## src/rtl/term_mode_pkg.sv

```systemverilog
// Shared types and decode helpers for the terminal mode register with save stack.
package term_mode_pkg;

   localparam int unsigned MODE_W_DEF = 8;
   localparam int unsigned PN_W_DEF   = 12;
   localparam logic [7:0]  RESET_MODE_DEF = 8'h32;

   localparam int unsigned MODE_ORIGIN      = 0;
   localparam int unsigned MODE_AUTO_WRAP   = 1;
   localparam int unsigned MODE_INSERT      = 2;
   localparam int unsigned MODE_LINE_FEED   = 3;
   localparam int unsigned MODE_CURSOR_BLNK = 4;
   localparam int unsigned MODE_CURSOR_VIS  = 5;
   localparam int unsigned MODE_REVERSE     = 6;

   // Parser command encoding (mirrors the shared DataType header)
   typedef enum logic [3:0] {
      CMD_NONE   = 4'd0,
      INIT_PN    = 4'd1,
      EMIT_PN    = 4'd2,
      SETMODE    = 4'd3,
      RESETMODE  = 4'd4,
      SETDEC     = 4'd5,
      RESETDEC   = 4'd6,
      SAVEDEC    = 4'd7,
      RESTOREDEC = 4'd8,
      QUERYMODE  = 4'd9,
      QUERYDEC   = 4'd10
   } CommandsType;

   typedef enum logic [1:0] {
      STS_UNKNOWN = 2'd0,
      STS_SET     = 2'd1,
      STS_RESET   = 2'd2
   } reply_status_t;

   typedef enum logic [1:0] {
      APPLY_NONE,
      APPLY_SET,
      APPLY_RESET,
      APPLY_RESTORE
   } apply_op_t;

   typedef struct packed {
      logic [MODE_W_DEF-1:0] bits;
      logic [MODE_W_DEF-1:0] mask;
   } mode_entry_t;

   function automatic logic [7:0] decode_ansi(input int unsigned pn);
      logic [7:0] m;
      m = '0;
      case (pn)
         32'd4:   m[MODE_INSERT]    = 1'b1;
         32'd20:  m[MODE_LINE_FEED] = 1'b1;
         default: ;
      endcase
      return m;
   endfunction

   function automatic logic [7:0] decode_dec(input int unsigned pn);
      logic [7:0] m;
      m = '0;
      case (pn)
         32'd5:   m[MODE_REVERSE]     = 1'b1;
         32'd6:   m[MODE_ORIGIN]      = 1'b1;
         32'd7:   m[MODE_AUTO_WRAP]   = 1'b1;
         32'd12:  m[MODE_CURSOR_BLNK] = 1'b1;
         32'd25:  m[MODE_CURSOR_VIS]  = 1'b1;
         default: ;
      endcase
      return m;
   endfunction

endpackage

```

## src/rtl/term_mode_stack_if.sv

```systemverilog
// Parser command stream and DECRQM reply channel for term_mode_stack.
interface term_mode_stack_if
   import term_mode_pkg::*;
#(
   parameter int unsigned PN_W = PN_W_DEF
) ();
   logic            cmd_valid;
   CommandsType     cmd_type;
   logic [PN_W-1:0] cmd_pn;
   logic            reply_valid;
   logic            reply_ready;
   logic [PN_W-1:0] reply_pn;
   logic            reply_dec;
   logic [1:0]      reply_status;

   modport master (
      output cmd_valid, cmd_type, cmd_pn, reply_ready,
      input  reply_valid, reply_pn, reply_dec, reply_status
   );

   modport slave (
      input  cmd_valid, cmd_type, cmd_pn, reply_ready,
      output reply_valid, reply_pn, reply_dec, reply_status
   );
endinterface

```

## src/rtl/mode_save_stack.sv

```systemverilog
// Circular LIFO for saved DEC mode entries; a push on a full stack overwrites the oldest.
module mode_save_stack #(
   parameter int unsigned W     = 8,
   parameter int unsigned DEPTH = 4
) (
   input  logic           clk,
   input  logic           rst,
   input  logic           push,
   input  logic           pop,
   input  logic [2*W-1:0] push_data,
   output logic [2*W-1:0] top_data,
   output logic           empty,
   output logic           overflow
);
   localparam int unsigned PTR_W = (DEPTH > 1) ? $clog2(DEPTH) : 1;

   logic [2*W-1:0] mem_q [DEPTH];
   logic [2*W-1:0] mem_d [DEPTH];
   logic [PTR_W-1:0] top_q, top_d;
   logic [PTR_W:0]   count_q, count_d;

   // top_q is the next free slot; wrapping it lets a full push land on the oldest entry
   always_comb begin
      mem_d    = mem_q;
      top_d    = top_q;
      count_d  = count_q;
      overflow = 1'b0;
      if (push) begin
         mem_d[top_q] = push_data;
         top_d        = top_q + PTR_W'(1);
         if (count_q == (PTR_W+1)'(DEPTH)) overflow = 1'b1;
         else                              count_d  = count_q + (PTR_W+1)'(1);
      end else if (pop && count_q != '0) begin
         top_d   = top_q - PTR_W'(1);
         count_d = count_q - (PTR_W+1)'(1);
      end
   end

   assign top_data = mem_q[top_q - PTR_W'(1)];
   assign empty    = (count_q == '0);

   always_ff @(posedge clk) begin
      if (rst) begin
         for (int unsigned i = 0; i < DEPTH; i++) mem_q[i] <= '0;
         top_q   <= '0;
         count_q <= '0;
      end else begin
         mem_q   <= mem_d;
         top_q   <= top_d;
         count_q <= count_d;
      end
   end
endmodule

```

## src/rtl/term_mode_stack.sv

```systemverilog
// Terminal mode register with SM/RM, DEC set/reset, XTSAVE/XTRESTORE stack.
// Optional DECRQM reply channel enabled by macro MODE_QUERY_EN.
module term_mode_stack
   import term_mode_pkg::*;
#(
   parameter int unsigned       MODE_W      = MODE_W_DEF,
   parameter int unsigned       PN_W        = PN_W_DEF,
   parameter int unsigned       STACK_DEPTH = 4,
   parameter logic [MODE_W-1:0] RESET_MODE  = MODE_W'(RESET_MODE_DEF)
) (
   input  logic              clk,
   input  logic              rst,
   term_mode_stack_if.slave  bus,
   output logic [MODE_W-1:0] term_mode,
   output logic              stack_overflow
);
   typedef struct packed {
      logic [MODE_W-1:0] bits;
      logic [MODE_W-1:0] mask;
   } entry_t;

   logic [MODE_W-1:0] term_mode_q, term_mode_d;
   logic [MODE_W-1:0] ansi_mask_q, ansi_mask_d;
   logic [MODE_W-1:0] dec_mask_q, dec_mask_d;
   logic [MODE_W-1:0] apply_mask_q, apply_mask_d;
   logic [MODE_W-1:0] apply_bits_q, apply_bits_d;
   apply_op_t         apply_op_q, apply_op_d;
   logic              stack_overflow_q, stack_overflow_d;
   logic [MODE_W-1:0] pn_ansi, pn_dec, eff_ansi, eff_dec;
   logic              push, pop, stk_empty, stk_ovf;
   entry_t            push_entry, top_entry;

   assign pn_ansi  = MODE_W'(decode_ansi(32'(bus.cmd_pn)));
   assign pn_dec   = MODE_W'(decode_dec(32'(bus.cmd_pn)));
   assign eff_ansi = ansi_mask_q | pn_ansi;
   assign eff_dec  = dec_mask_q | pn_dec;

   // Latched terminator completes here, one edge after it was accepted
   always_comb begin
      term_mode_d = term_mode_q;
      case (apply_op_q)
         APPLY_SET:     term_mode_d = term_mode_q | apply_mask_q;
         APPLY_RESET:   term_mode_d = term_mode_q & ~apply_mask_q;
         APPLY_RESTORE: term_mode_d = (term_mode_q & ~apply_mask_q) | apply_bits_q;
         default:       ;
      endcase
   end

   always_comb begin
      ansi_mask_d      = ansi_mask_q;
      dec_mask_d       = dec_mask_q;
      apply_op_d       = APPLY_NONE;
      apply_mask_d     = '0;
      apply_bits_d     = '0;
      push             = 1'b0;
      pop              = 1'b0;
      push_entry.bits  = term_mode_d & eff_dec;
      push_entry.mask  = eff_dec;
      stack_overflow_d = stack_overflow_q | stk_ovf;
      if (bus.cmd_valid) begin
         case (bus.cmd_type)
            INIT_PN: begin
               ansi_mask_d = '0;
               dec_mask_d  = '0;
            end
            EMIT_PN: begin
               ansi_mask_d = eff_ansi;
               dec_mask_d  = eff_dec;
            end
            SETMODE, RESETMODE: begin
               apply_op_d   = (bus.cmd_type == SETMODE) ? APPLY_SET : APPLY_RESET;
               apply_mask_d = eff_ansi;
            end
            SETDEC, RESETDEC: begin
               apply_op_d   = (bus.cmd_type == SETDEC) ? APPLY_SET : APPLY_RESET;
               apply_mask_d = eff_dec;
            end
            SAVEDEC: push = 1'b1;
            RESTOREDEC: begin
               if (!stk_empty) begin
                  pop          = 1'b1;
                  apply_op_d   = APPLY_RESTORE;
                  apply_mask_d = top_entry.mask;
                  apply_bits_d = top_entry.bits;
               end
            end
            default: ;
         endcase
      end
   end

   mode_save_stack #(
      .W     (MODE_W),
      .DEPTH (STACK_DEPTH)
   ) u_stack (
      .clk       (clk),
      .rst       (rst),
      .push      (push),
      .pop       (pop),
      .push_data (push_entry),
      .top_data  (top_entry),
      .empty     (stk_empty),
      .overflow  (stk_ovf)
   );

   always_ff @(posedge clk) begin
      if (rst) begin
         term_mode_q      <= RESET_MODE;
         ansi_mask_q      <= '0;
         dec_mask_q       <= '0;
         apply_op_q       <= APPLY_NONE;
         apply_mask_q     <= '0;
         apply_bits_q     <= '0;
         stack_overflow_q <= 1'b0;
      end else begin
         term_mode_q      <= term_mode_d;
         ansi_mask_q      <= ansi_mask_d;
         dec_mask_q       <= dec_mask_d;
         apply_op_q       <= apply_op_d;
         apply_mask_q     <= apply_mask_d;
         apply_bits_q     <= apply_bits_d;
         stack_overflow_q <= stack_overflow_d;
      end
   end

   assign term_mode      = term_mode_q;
   assign stack_overflow = stack_overflow_q;

`ifdef MODE_QUERY_EN
   logic              reply_valid_q, reply_valid_d;
   logic [PN_W-1:0]   reply_pn_q, reply_pn_d;
   logic              reply_dec_q, reply_dec_d;
   reply_status_t     reply_status_q, reply_status_d;
   logic [MODE_W-1:0] q_mask;

   // A query is dropped whenever a reply is still outstanding, even on its handshake cycle
   always_comb begin
      reply_valid_d  = reply_valid_q;
      reply_pn_d     = reply_pn_q;
      reply_dec_d    = reply_dec_q;
      reply_status_d = reply_status_q;
      q_mask         = (bus.cmd_type == QUERYDEC) ? pn_dec : pn_ansi;
      if (reply_valid_q && bus.reply_ready) reply_valid_d = 1'b0;
      if (bus.cmd_valid && !reply_valid_q &&
          (bus.cmd_type == QUERYMODE || bus.cmd_type == QUERYDEC)) begin
         reply_valid_d = 1'b1;
         reply_pn_d    = bus.cmd_pn;
         reply_dec_d   = (bus.cmd_type == QUERYDEC);
         if (q_mask == '0)                      reply_status_d = STS_UNKNOWN;
         else if ((term_mode_d & q_mask) != '0) reply_status_d = STS_SET;
         else                                   reply_status_d = STS_RESET;
      end
   end

   always_ff @(posedge clk) begin
      if (rst) begin
         reply_valid_q  <= 1'b0;
         reply_pn_q     <= '0;
         reply_dec_q    <= 1'b0;
         reply_status_q <= STS_UNKNOWN;
      end else begin
         reply_valid_q  <= reply_valid_d;
         reply_pn_q     <= reply_pn_d;
         reply_dec_q    <= reply_dec_d;
         reply_status_q <= reply_status_d;
      end
   end

   assign bus.reply_valid  = reply_valid_q;
   assign bus.reply_pn     = reply_pn_q;
   assign bus.reply_dec    = reply_dec_q;
   assign bus.reply_status = reply_status_q;
`else
   logic unused_reply_ready;
   assign unused_reply_ready = bus.reply_ready;
   assign bus.reply_valid    = 1'b0;
   assign bus.reply_pn       = PN_W'(0);
   assign bus.reply_dec      = 1'b0;
   assign bus.reply_status   = '0;
`endif
endmodule

```

## src/flat_wrapper.sv

```systemverilog
// flat-port wrapper written by rule: the top's interface ports become plain ports
module term_mode_stack_flat import term_mode_pkg::*;
#(
   parameter int unsigned       MODE_W      = MODE_W_DEF,
   parameter int unsigned       PN_W        = PN_W_DEF,
   parameter int unsigned       STACK_DEPTH = 4,
   parameter logic [MODE_W-1:0] RESET_MODE  = MODE_W'(RESET_MODE_DEF)
)
  (clk, rst, term_mode, stack_overflow, bus_cmd_valid, bus_cmd_type, bus_cmd_pn, bus_reply_ready, bus_reply_valid, bus_reply_pn, bus_reply_dec, bus_reply_status);
  term_mode_stack_if #(.PN_W(PN_W)) bus_i ();
  input  logic clk;
  input  logic rst;
  output logic [MODE_W-1:0] term_mode;
  output logic stack_overflow;
  input wire logic [$bits(bus_i.cmd_valid)-1:0] bus_cmd_valid;
  input wire logic [$bits(bus_i.cmd_type)-1:0] bus_cmd_type;
  input wire logic [$bits(bus_i.cmd_pn)-1:0] bus_cmd_pn;
  input wire logic [$bits(bus_i.reply_ready)-1:0] bus_reply_ready;
  output wire logic [$bits(bus_i.reply_valid)-1:0] bus_reply_valid;
  output wire logic [$bits(bus_i.reply_pn)-1:0] bus_reply_pn;
  output wire logic [$bits(bus_i.reply_dec)-1:0] bus_reply_dec;
  output wire logic [$bits(bus_i.reply_status)-1:0] bus_reply_status;
  assign bus_i.cmd_valid = bus_cmd_valid;
  assign bus_i.cmd_type = bus_cmd_type;
  assign bus_i.cmd_pn = bus_cmd_pn;
  assign bus_i.reply_ready = bus_reply_ready;
  assign bus_reply_valid = bus_i.reply_valid;
  assign bus_reply_pn = bus_i.reply_pn;
  assign bus_reply_dec = bus_i.reply_dec;
  assign bus_reply_status = bus_i.reply_status;
  term_mode_stack #(.MODE_W(MODE_W), .PN_W(PN_W), .STACK_DEPTH(STACK_DEPTH), .RESET_MODE(RESET_MODE)) u_core (.clk(clk), .rst(rst), .bus(bus_i), .term_mode(term_mode), .stack_overflow(stack_overflow));
endmodule
```

## config.mk

```make
export PLATFORM = sky130hd
export DESIGN_NAME = term_mode_stack_flat
export DESIGN_NICKNAME = d
export VERILOG_FILES = /design/src/rtl/term_mode_pkg.sv /design/src/rtl/term_mode_stack_if.sv /design/src/rtl/mode_save_stack.sv /design/src/rtl/term_mode_stack.sv /design/src/flat_wrapper.sv
export SDC_FILE = /design/constraint.sdc
export NUM_CORES = 1
export LEC_CHECK = 0
export BUFFER_PORTS_ARGS = -buffer_cell sky130_fd_sc_hd__buf_4
export CORE_MARGIN = 2
export CORE_UTILIZATION = 35
export DETAILED_ROUTE_END_ITERATION = 6
export GPL_ROUTABILITY_DRIVEN = 0
export PLACE_DENSITY = 0.49
export SYNTH_ARGS = -nofsm -noshare
export SYNTH_HDL_FRONTEND = slang
export SYNTH_SLANG_ARGS = --single-unit
```

## constraint.sdc

```tcl
create_clock -name clk -period 3.5 [get_ports clk]
set_input_delay 0.175 -clock clk [delete_from_list [all_inputs] [get_ports clk]]
set_output_delay 0.175 -clock clk [all_outputs]
set_load 0.01 [all_outputs]
```

==> results of run 1 <==
==> logic make-up (layout without fill, tap and decap cells) <==
logic type,after synthesis,after routing
AOI/OAI and AO/OA,87,87
xor gates and xnor gates,1,1
adders and majority gates,5,5
buffers and inverters,58,61
DFF,76,76
muxes,16,16
other,1,17
and+or+nand+nor,139,139
==> per-layer routing <==
metal,vias up,track usage [%],share of wire [%]
li1,1388,-,-
met1,1300,22.3,51
met2,64,24.5,45
met3,5,4.14,3.6
met4,0,4.29,0.77
met5,-,0,0
==> path summary, 6_finish.rpt <==
kind / endpoint / slack, ns / startpoint / depth (start not counted)
hold / removal: u_core.apply_mask_q[3] / 0.08 / bus_cmd_type[3] / 2
hold reg to reg: u_core.term_mode[7] / 0.45 / u_core.apply_mask_q[7] / 1
setup / recovery: u_core.apply_mask_q[0] / 1.35 / u_core.u_stack.top_q[0] / 6
setup reg to reg: u_core.apply_mask_q[0] / 1.35 / u_core.u_stack.top_q[0] / 6
==> through the flow <==
step | instances | worst slack, ns | total power [uW]
detailed placement | 523 | 1.31 | 989
global route | 538 | 1.24 | 1690
floorplan | 399 | 1.44 | 968
finish | 538 | 1.35 | 1630
CTS | 538 | 1.35 | 1650
global placement | 523 | 1.33 | 988
==> critical path: stages, from the launching register on <==
cell and delay, ns:
dfxtp_1 0.31, buf_4 0.28, inv_1 0.11, ha_1 0.72, mux4_2 0.42, inv_1 0.08, o22ai_1 0.08
==> area by class of cell <==
cell class / count / area, um2
clock buffer: 11 / 141
clock inverter: 4 / 50.0
fill: 1044 / 6140
inverter: 18 / 67.6
multi-input combinational: 265 / 1840
sequential: 76 / 1520
tap: 136 / 170
timing repair buffer: 28 / 210
==> state kept, by name, indices dropped and copies added (netlist names) <==
name	count
u_core.u_stack.mem_q	40
u_core.apply_mask_q	8
u_core.term_mode	8
u_core.apply_bits_q	5
u_core.dec_mask_q	5
u_core.u_stack.count_q	3
u_core.ansi_mask_q	2
u_core.apply_op_q	2
u_core.u_stack.top_q	2
u_core.stack_overflow	1
==> power groups by stage <==
| stage | clock network [uW] | logic (uW) | registers (uW) |
|---|---|---|---|
| floorplan | 0 | 75.0 | 893 |
| global placement | 0 | 93.6 | 894 |
| detailed placement | 0 | 94.3 | 894 |
| CTS | 682 | 94.5 | 874 |
| global route | 710 | 105 | 874 |
| finish | 662 | 94.6 | 874 |
==> placed cells by master, fill, tap and decap left out, drive strengths merged, types with 3 or more instances in the layout <==
| cell | synthesis | routed |
|---|---|---|
| dfxtp | 76 | 76 |
| nor2 | 36 | 36 |
| buf | 26 | 28 |
| a21oi | 23 | 23 |
| a211oi | 23 | 23 |
| nand2 | 22 | 22 |
| inv | 18 | 18 |
| conb | 1 | 17 |
| nand3 | 15 | 15 |
| clkbuf | 14 | 11 |
| o21ai | 11 | 11 |
| mux4 | 10 | 10 |
| nor2b | 9 | 9 |
| nand3b | 9 | 9 |
| and2 | 7 | 7 |
| o22ai | 6 | 6 |
| a32oi | 5 | 5 |
| nor3 | 5 | 5 |
| nor4 | 5 | 5 |
| or2 | 4 | 4 |
| and4b | 4 | 4 |
| nand4b | 4 | 4 |
| mux2 | 4 | 4 |
| ha | 4 | 4 |
| o31ai | 4 | 4 |
| and3 | 3 | 3 |
| a22o | 3 | 3 |
| nor3b | 3 | 3 |
| a22oi | 3 | 3 |
| nand2b | 3 | 3 |
==> run_results.csv, run 1 <==
group,metric,value,unit
synthesis,yosysSeqAreaShare,42.3,%
setup_path,endpoint_kind,"flip-flop",
clock_network,root_buffer,"clkbuf_8",
sta,fin_hold_ws,0.0808,ns
sta,fin_crit,2.15,ns
synthesis,synth-simple-area-share,21.9,%
min_path,hp-class,"in2reg",
sta,setup_viol,0,
floorplanning,num_rows,37,
power_and_ir_drop,power_frac_comb,5.8,%
setup_path,arrival,2.36,ns
power_and_ir_drop,power.switching,382,uW
floorplanning,io-pin-count,45,
cells_and_area,syn_to_final_growth,11.3,%
power_and_ir_drop,ir_worst_vdd,0.000152,V
floorplanning,die_area,11100,um2
cells_and_area,n_antenna_cell,0,
synthesis,syn_area_per_cell,9.39,um2
sta,fin_crit_sh,61.5,%
detailed_routing,vias_per_cell,5.12,
power_and_ir_drop,power.share.clock,40.6,%
setup_path,start_kind,"flip-flop",
synthesis,yosys-top-cells-area,"dfxtp_1 42%, mux4_2 6.3%, a211oi_1 4.8%",
detailed_routing,drtIter0Drc,131,
power_and_ir_drop,p_int,1250,uW
placement,dp_hpwl,5590,um
sta,fin_worst_skew,0.00962,ns
clock_network,path_clk_slew,0.08,ns
cells_and_area,fin_area,4000,um2
detailed_routing,route.detailed.drc,0,
setup_path,crit_required,3.70,ns
synthesis,yosys.area_share.xor_xnor,0.244,%
synthesis,yosysMostFrequentCell,"dfxtp_1",
synthesis,netlist_area,3600,um2
clock_network,cts_resized,0,
cells_and_area,drive_above_1_share,17.9,%
setup_path,critPathMaxFanout,15,
sta,finalHoldViolCount,0,
global_route,grt_usage,16.0,%
synthesis,ys.warnings.count,0,
clock_network,cts_buffers,9,
sta,relSlewSlack,53.4,%
detailed_routing,wire_per_inst,15.7,um
floorplanning,fp.dieH,105,um
setup_path,crit_type,"reg2reg",
synthesis,synth_top_area_share,42.3,%
sta,worst_slew_pin_slew,0.699,ns
detailed_routing,antenna_left,0,
power_and_ir_drop,powerDensity,407,nW/um2
synthesis,synth_edf_count,0,
clock_network,cts_tree,"done",
placement,place_area,3810,um2
synthesis,synth_seq_cells,76,
synthesis,async_flop_share,0,%
detailed_routing,dr.pass1.iters,4,
detailed_routing,via_count,2757,
synthesis,synth-main-ff-cell,"dfxtp_1",
placement,portBuffers,27,
synthesis,synth.top_cells.by_count,"76 x dfxtp_1, 36 x nor2_1, 23 x a211oi_1, 23 x a21oi_1, 22 x nand2_1",
global_route,grt_pass1_vias,2619,
clock_network,clock_latency,0.35,ns
sta,finalMaxSlewViolations,0,
clock_network,clockBufferDepth,2,
clock_network,h-tree-depth,3,
floorplanning,coreArea,10100,um2
global_route,grt_max_degree,68,
sta,rsz0062_at_grt,"no",
power_and_ir_drop,p_leak,0.00134,uW
synthesis,synth_compound_area_share,17.2,%
floorplanning,initial_core_util,35.5,%
sta,fin_tns_setup,0,ns
outcome,status,"completed",
global_route,grt-ovfl-total,0,
synthesis,synth.distinct_cells,57,
synthesis,synth_adder_area_share,1.95,%
clock_network,cts_setup_buffers,0,
global_route,grt_pass1_wl,13700,um
cells_and_area,layout.nets,423,
synthesis,synthMuxAreaShare,8.07,%
floorplanning,die_w,105,um
clock_network,cts_hold_buf,0,
sta,fmax,464,MHz
global_route,grt_antenna_before_repair,0,
job,maxCapViolCount,0,
synthesis,syn_inst,383,
detailed_routing,wl,8440,um
power_and_ir_drop,p_seq_share,53.6,%
power_and_ir_drop,switching_share,23.4,%
synthesis,synth_top_family_by_area,"simple AND/OR/NAND/NOR gates",
clock_network,clock-sinks,76,
synthesis,yosys.area.top_type,"dfxtp_1",
cells_and_area,fin_util,39.5,%
Note: power is estimated with default switching activity, not from simulation.
==> run 2: changes to the inputs <==
Clock period 3.5 ns to 2 ns, I/O delays scaled along.
==> run 2 against run 1 <==
Compared with the run above:
- wire length rose by 3.3%
- first-iteration DRC count increased by 15%
- sequential power grew 75%
- flip-flop and latch count did not move
- total power up 88%
- core utilization increased by 2.0 points
- global-route usage is 0.71 points higher
- critical endpoint is now u_core.u_stack.count_q[1]
- largest cell class unchanged
==> run_results.csv, run 2 (synthesis results as in run 1) <==
group,metric,value,unit
detailed_routing,dr.pass1.iters,6,
cells_and_area,mostFrequentLayoutCells,"76 x dfxtp_1, 42 x buf_4, 36 x nor2_1, 23 x a21oi_1, 23 x a211oi_1",
power_and_ir_drop,ir_worst_vdd,0.000305,V
setup_path,start_kind,"input pin",
clock_network,cts_resized,0,
cells_and_area,largest_reg_flops,40,
sta,fin_crit,1.84,ns
job,maxCapViolCount,0,
sta,rsz0062_at_grt,"no",
outcome,status,"completed",
cells_and_area,layout.nets,441,
setup_path,endpoint_kind,"flip-flop",
cells_and_area,syn_to_final_growth,17.0,%
power_and_ir_drop,powerDensity,729,nW/um2
floorplanning,coreArea,10100,um2
clock_network,cts_tree,"done",
global_route,grt_max_degree,28,
sta,fin_tns_setup,0,ns
setup_path,path_buf_inv,3,
cells_and_area,n_fill_cell,1004,
detailed_routing,wire_per_inst,15.6,um
sta,finalHoldViolCount,0,
detailed_routing,wl,8720,um
floorplanning,die_w,105,um
floorplanning,die_area,11100,um2
floorplanning,initial_core_util,35.5,%
sta,worst_slack,0.157,ns
setup_path,crit_required,2.24,ns
global_route,grt-ovfl-total,0,
cells_and_area,multi_input_area,1840,um2
cells_and_area,regArea,1520,um2
global_route,grt_pass1_wl,14400,um
setup_path,crit_type,"in2reg",
sta,finalMaxSlewViolations,0,
floorplanning,num_rows,37,
clock_network,cts_hold_buf,2,
sta,fmax,543,MHz
cells_and_area,regMostFlops,"u_core.u_stack.mem_q",
clock_network,clockBufferDepth,2,
sta,fin_hold_ws,0.0684,ns
setup_path,critPathMaxFanout,9,
global_route,grt_usage,16.7,%
setup_path,path_cells,"dlygate4sd3_1 -> buf_4 -> and2_1 -> and3_1 -> inv_1 -> fa_1 -> mux2_2 -> nor4bb_1",
min_path,hp-class,"in2reg",
clock_network,cts_buffers,9,
clock_network,clock-sinks,76,
detailed_routing,antenna_left,0,
detailed_routing,via_count,2839,
global_route,grt_antenna_before_repair,0,
setup_path,cpMaxStageDelayCell,"dlygate4sd3_1",
clock_network,clock_latency,0.35,ns
sta,setup_viol,0,
global_route,grt_pass1_vias,2754,
clock_network,path_clk_slew,0.08,ns
floorplanning,io-pin-count,45,
clock_network,root_buffer,"clkbuf_8",
cells_and_area,n_antenna_cell,0,
detailed_routing,vias_per_cell,5.10,
floorplanning,fp.dieH,105,um
sta,relSlewSlack,62.7,%
setup_path,arrival,2.08,ns
cells_and_area,final_common_cell,"dfxtp_1",
clock_network,cts_setup_buffers,0,
setup_path,crit_path_max_incr_delay,0.53,ns
placement,pre_cts_slack,0.156,ns
placement,portBuffers,27,
detailed_routing,route.detailed.drc,0,
clock_network,h-tree-depth,3,
sta,fin_worst_skew,0.00845,ns
sta,fin_crit_sh,92.2,%
cells_and_area,drive_above_1_share,21.4,%
detailed_routing,drtIter0Drc,150,
sta,worst_slew_pin_slew,0.560,ns
placement,dp_hpwl,6010,um
setup_path,path_delay_family,"buffers and inverters",
power_and_ir_drop,p_leak,0.00146,uW
## run 2: cell count changes in the layout (fill, tap and decap cells not counted), sizes merged
cell	change
dlygate4sd3	+2
inv	+1
clkinvlp	-2
clkinv	+2
clkbuf	-1
bufinv	+1
buf	+16
## run 2: worst register-to-register path, stage by stage, from the launching register on
cell and delay [ns]:
dfxtp_1 0.65, mux2_2 0.41, a22o_1 0.30, or2_2 0.29
## run 2: path summary, 6_finish.rpt
kind	from	to	slack, ns	depth (start not counted)
worst max-delay path	bus_cmd_type[0]	u_core.u_stack.count_q[1]	0.16	8
worst min-delay path	rst	u_core.term_mode[3]	0.07	2
worst max register to register	u_core.apply_op_q[1]	u_core.term_mode[4]	0.25	3
worst min register to register	u_core.apply_mask_q[7]	u_core.term_mode[7]	0.44	1
## run 2: where the power goes
group | leakage, uW | switching [uW] | total (uW) | internal (uW)
Sequential | 0.000613 | 8.76 | 1530 | 1520
Clock | 0.000117 | 609 | 1360 | 748
Combinational | 0.000732 | 107 | 182 | 74.6
Total | 0.00146 | 725 | 3070 | 2340
## run 2: per-layer routing
layer  global-route usage [%]  vias up  wire (um)
met5                        0        -          0
met1                     22.2     1350       4220
met2                     26.9       61       4090
met4                     4.95        0         85
li1                         -     1420          -
met3                     3.96        8        325
## run 2: per-stage QoR
step	cells	total power, uW	utilization, %	area, um2
6_report	557	3070	41.5	4210
5_1_grt	557	3190	41.5	4210
4_1_cts	557	3110	41.5	4210
3_5_place_dp	539	1740	39.0	3960
3_3_place_gp	539	1740	39.0	3960
2_1_floorplan	399	1690	-	3660
## run 2: layout make-up
type / count / share of cell area, %
Clock buffer: 10 / 3.27
Multi-Input combinational cell: 265 / 43.7
Sequential cell: 76 / 36.2
Timing Repair Buffer: 46 / 8.92
Clock inverter: 6 / 2.26
Inverter: 18 / 1.61
Tap cell: 136 / 4.04
==> run 3: changes to the inputs <==
Settings changed: ABC_AREA from default to 1, HOLD_SLACK_MARGIN from default to 0.08.
==> run 3 against run 2 <==
Compared with the run above:
- core utilization shrank 1.2 points
- final cell count increased by 21%
- clock power is 3% lower
- fmax increased by 7.1%
- first-iteration DRC count rose by 19%
- clock-buffer cell count did not move
- hold slack improved by 0.054 ns
- cell area fell by 2.6%
- area after synthesis grew 0.84%
- critical endpoint is now u_core.u_stack.mem_q[29]
==> run_results.csv, run 3 <==
group,metric,value,unit
synthesis,ys.warnings.count,0,
global_route,grt_max_degree,33,
detailed_routing,route.detailed.drc,0,
placement,pre_cts_slack,0.270,ns
cells_and_area,mostFrequentLayoutCells,"76 x dfxtp_1, 75 x inv_1, 72 x o21ai_0, 68 x nand2_1, 67 x a21oi_1",
sta,fin_crit_sh,86.1,%
sta,relSlewSlack,56.8,%
clock_network,cts_tree,"done",
setup_path,arrival,1.96,ns
cells_and_area,layout.nets,558,
synthesis,yosysMostFrequentCell,"dfxtp_1",
floorplanning,coreArea,10200,um2
synthesis,netlist_area,3630,um2
clock_network,h-tree-depth,3,
detailed_routing,antenna_left,0,
sta,finalHoldViolCount,0,
floorplanning,die_area,11200,um2
global_route,grt_pass1_wl,14200,um
setup_path,rr_worst_depth,7,
cells_and_area,syn_to_final_growth,13.1,%
placement,portBuffers,27,
global_route,grt_usage,16.2,%
cells_and_area,n_fill_cell,1123,
clock_network,cts_setup_buffers,0,
job,maxCapViolCount,0,
cells_and_area,final_common_cell,"dfxtp_1",
clock_network,cts_resized,0,
detailed_routing,dr.pass1.iters,4,
setup_path,rrSetupSlack,0.28,ns
cells_and_area,regArea,1520,um2
setup_path,timing.rr.start,"u_core.u_stack.top_q[0]",
synthesis,synth.distinct_cells,30,
synthesis,synth_top_area_share,42.0,%
sta,fin_hold_ws,0.123,ns
placement,place_area,3870,um2
sta,fmax,581,MHz
global_route,grt_pass1_vias,2888,
floorplanning,initial_core_util,35.6,%
setup_path,critPathLaunch,"u_core.u_stack.top_q[0]",
synthesis,yosysSeqAreaShare,42.0,%
clock_network,root_buffer,"clkbuf_8",
floorplanning,num_rows,37,
detailed_routing,vias_per_cell,4.61,
setup_path,start_kind,"flip-flop",
detailed_routing,drtIter0Drc,179,
clock_network,cts_buffers,9,
outcome,status,"completed",
setup_path,timing.rr.end,"u_core.u_stack.mem_q[29]",
min_path,hp-class,"in2reg",
setup_path,crit_required,2.24,ns
synthesis,synth_seq_cells,76,
synthesis,synth.top_cells.by_count,"76 x dfxtp_1, 75 x inv_1, 72 x o21ai_0",
synthesis,synth-main-ff-cell,"dfxtp_1",
synthesis,synth_edf_count,0,
global_route,grt_antenna_before_repair,0,
global_route,grt-ovfl-total,0,
detailed_routing,via_count,3106,
floorplanning,die_w,106,um
setup_path,critPathCapture,"u_core.u_stack.mem_q[29]",
synthesis,syn_inst,508,
clock_network,cts_hold_buf,0,
synthesis,yosys-top-cells-area,"dfxtp_1 42%, o21ai_0 9.9%, a21oi_1 9.2%",
sta,worst_slew_pin_slew,0.642,ns
clock_network,clock-sinks,76,
detailed_routing,wire_per_inst,12.6,um
clock_network,path_clk_slew,0.08,ns
synthesis,async_flop_share,0,%
setup_path,endpoint_kind,"flip-flop",
floorplanning,fp.dieH,106,um
sta,fin_worst_skew,0.00710,ns
cells_and_area,fin_area,4100,um2
power_and_ir_drop,powerDensity,738,nW/um2
cells_and_area,regMostFlops,"u_core.u_stack.mem_q",
sta,fin_crit,1.72,ns
detailed_routing,wl,8490,um
min_path,hold_depth,3,
sta,worst_slack,0.278,ns
cells_and_area,multi_input_area,1650,um2
cells_and_area,largest_reg_flops,40,
sta,fin_tns_setup,0,ns
placement,dp_hpwl,5990,um
power_and_ir_drop,ir_worst_vdd,0.000279,V
sta,setup_viol,0,
placement,dp.cells,658,
clock_network,clockBufferDepth,2,
floorplanning,io-pin-count,45,
synthesis,syn_area_per_cell,7.14,um2
clock_network,clock_latency,0.35,ns
setup_path,crit_type,"reg2reg",
synthesis,yosys.area.top_type,"dfxtp_1",
sta,finalMaxSlewViolations,0,
cells_and_area,final_cells,674,
setup_path,critPathMaxFanout,12,
sta,rsz0062_at_grt,"no",
cells_and_area,drive_above_1_share,11.2,%
cells_and_area,n_antenna_cell,0,
power_and_ir_drop,p_leak,0.00190,uW
## run 3: layer usage
metal  GRT usage (%)  share of wire (%)  vias up
met5               0                  0        -
met4            4.42                1.2        0
met3            4.33                5.8        7
met2            26.2                 45       59
met1            21.5                 48     1384
li1                -                  -     1656
## run 3: cell families (layout without fill, tap and decap cells)
logic type / Yosys count / after routing / share of synthesized area [%]
DFF: 76 / 76 / 42.0
and+or+nand+nor: 155 / 155 / 18.7
adders and majority gates: 5 / 5 / 1.93
AOI/OAI and AO/OA: 159 / 159 / 23.1
other: 1 / 17 / 0.103
buffers and inverters: 112 / 126 / 14.2
## run 3: report_power, final
group          total (uW)  internal (uW)  switching, uW
Clock                1320            737            587
Sequential           1530           1520           6.38
Combinational         174           59.3            115
## run 3: metrics by stage
step | total power [uW] | util (%)
after global placement | 1740 | 38.0
final | 3020 | 40.3
after detailed placement | 1740 | 38.0
after floorplan | 1690 | -
after CTS | 3070 | 40.3
after global routing | 3140 | 40.3
## run 3: worst min-delay path by stage
stage / from / endpoint / slack, ns
after global routing: bus_cmd_valid / u_core.apply_mask_q[3] / 0.12
after global placement: u_core.apply_mask_q[7] / u_core.term_mode[7] / 0.42
after detailed placement: u_core.apply_mask_q[7] / u_core.term_mode[7] / 0.43
after CTS: bus_cmd_type[2] / u_core.apply_op_q[0] / 0.10
final: bus_cmd_valid / u_core.apply_mask_q[2] / 0.12
after floorplan: bus_cmd_valid / u_core.apply_mask_q[3] / 0.27
## run 3: area by class of cell
class	instances	area share [%]
multi-input cells	336	40.3
flip-flops and latches	76	37.1
inverters	78	7.14
repair buffers	32	5.86
well taps	136	4.15
clock buffers	10	3.36
clock inverters	6	2.14
## run 3: critical path, stage by stage (launching register included)
cell	delay (ns)
dfxtp_1	0.34
clkinv_1	0.10
buf_4	0.19
ha_1	0.21
nand2_2	0.19
clkinv_1	0.28
o21ai_0	0.24
a21oi_1	0.05
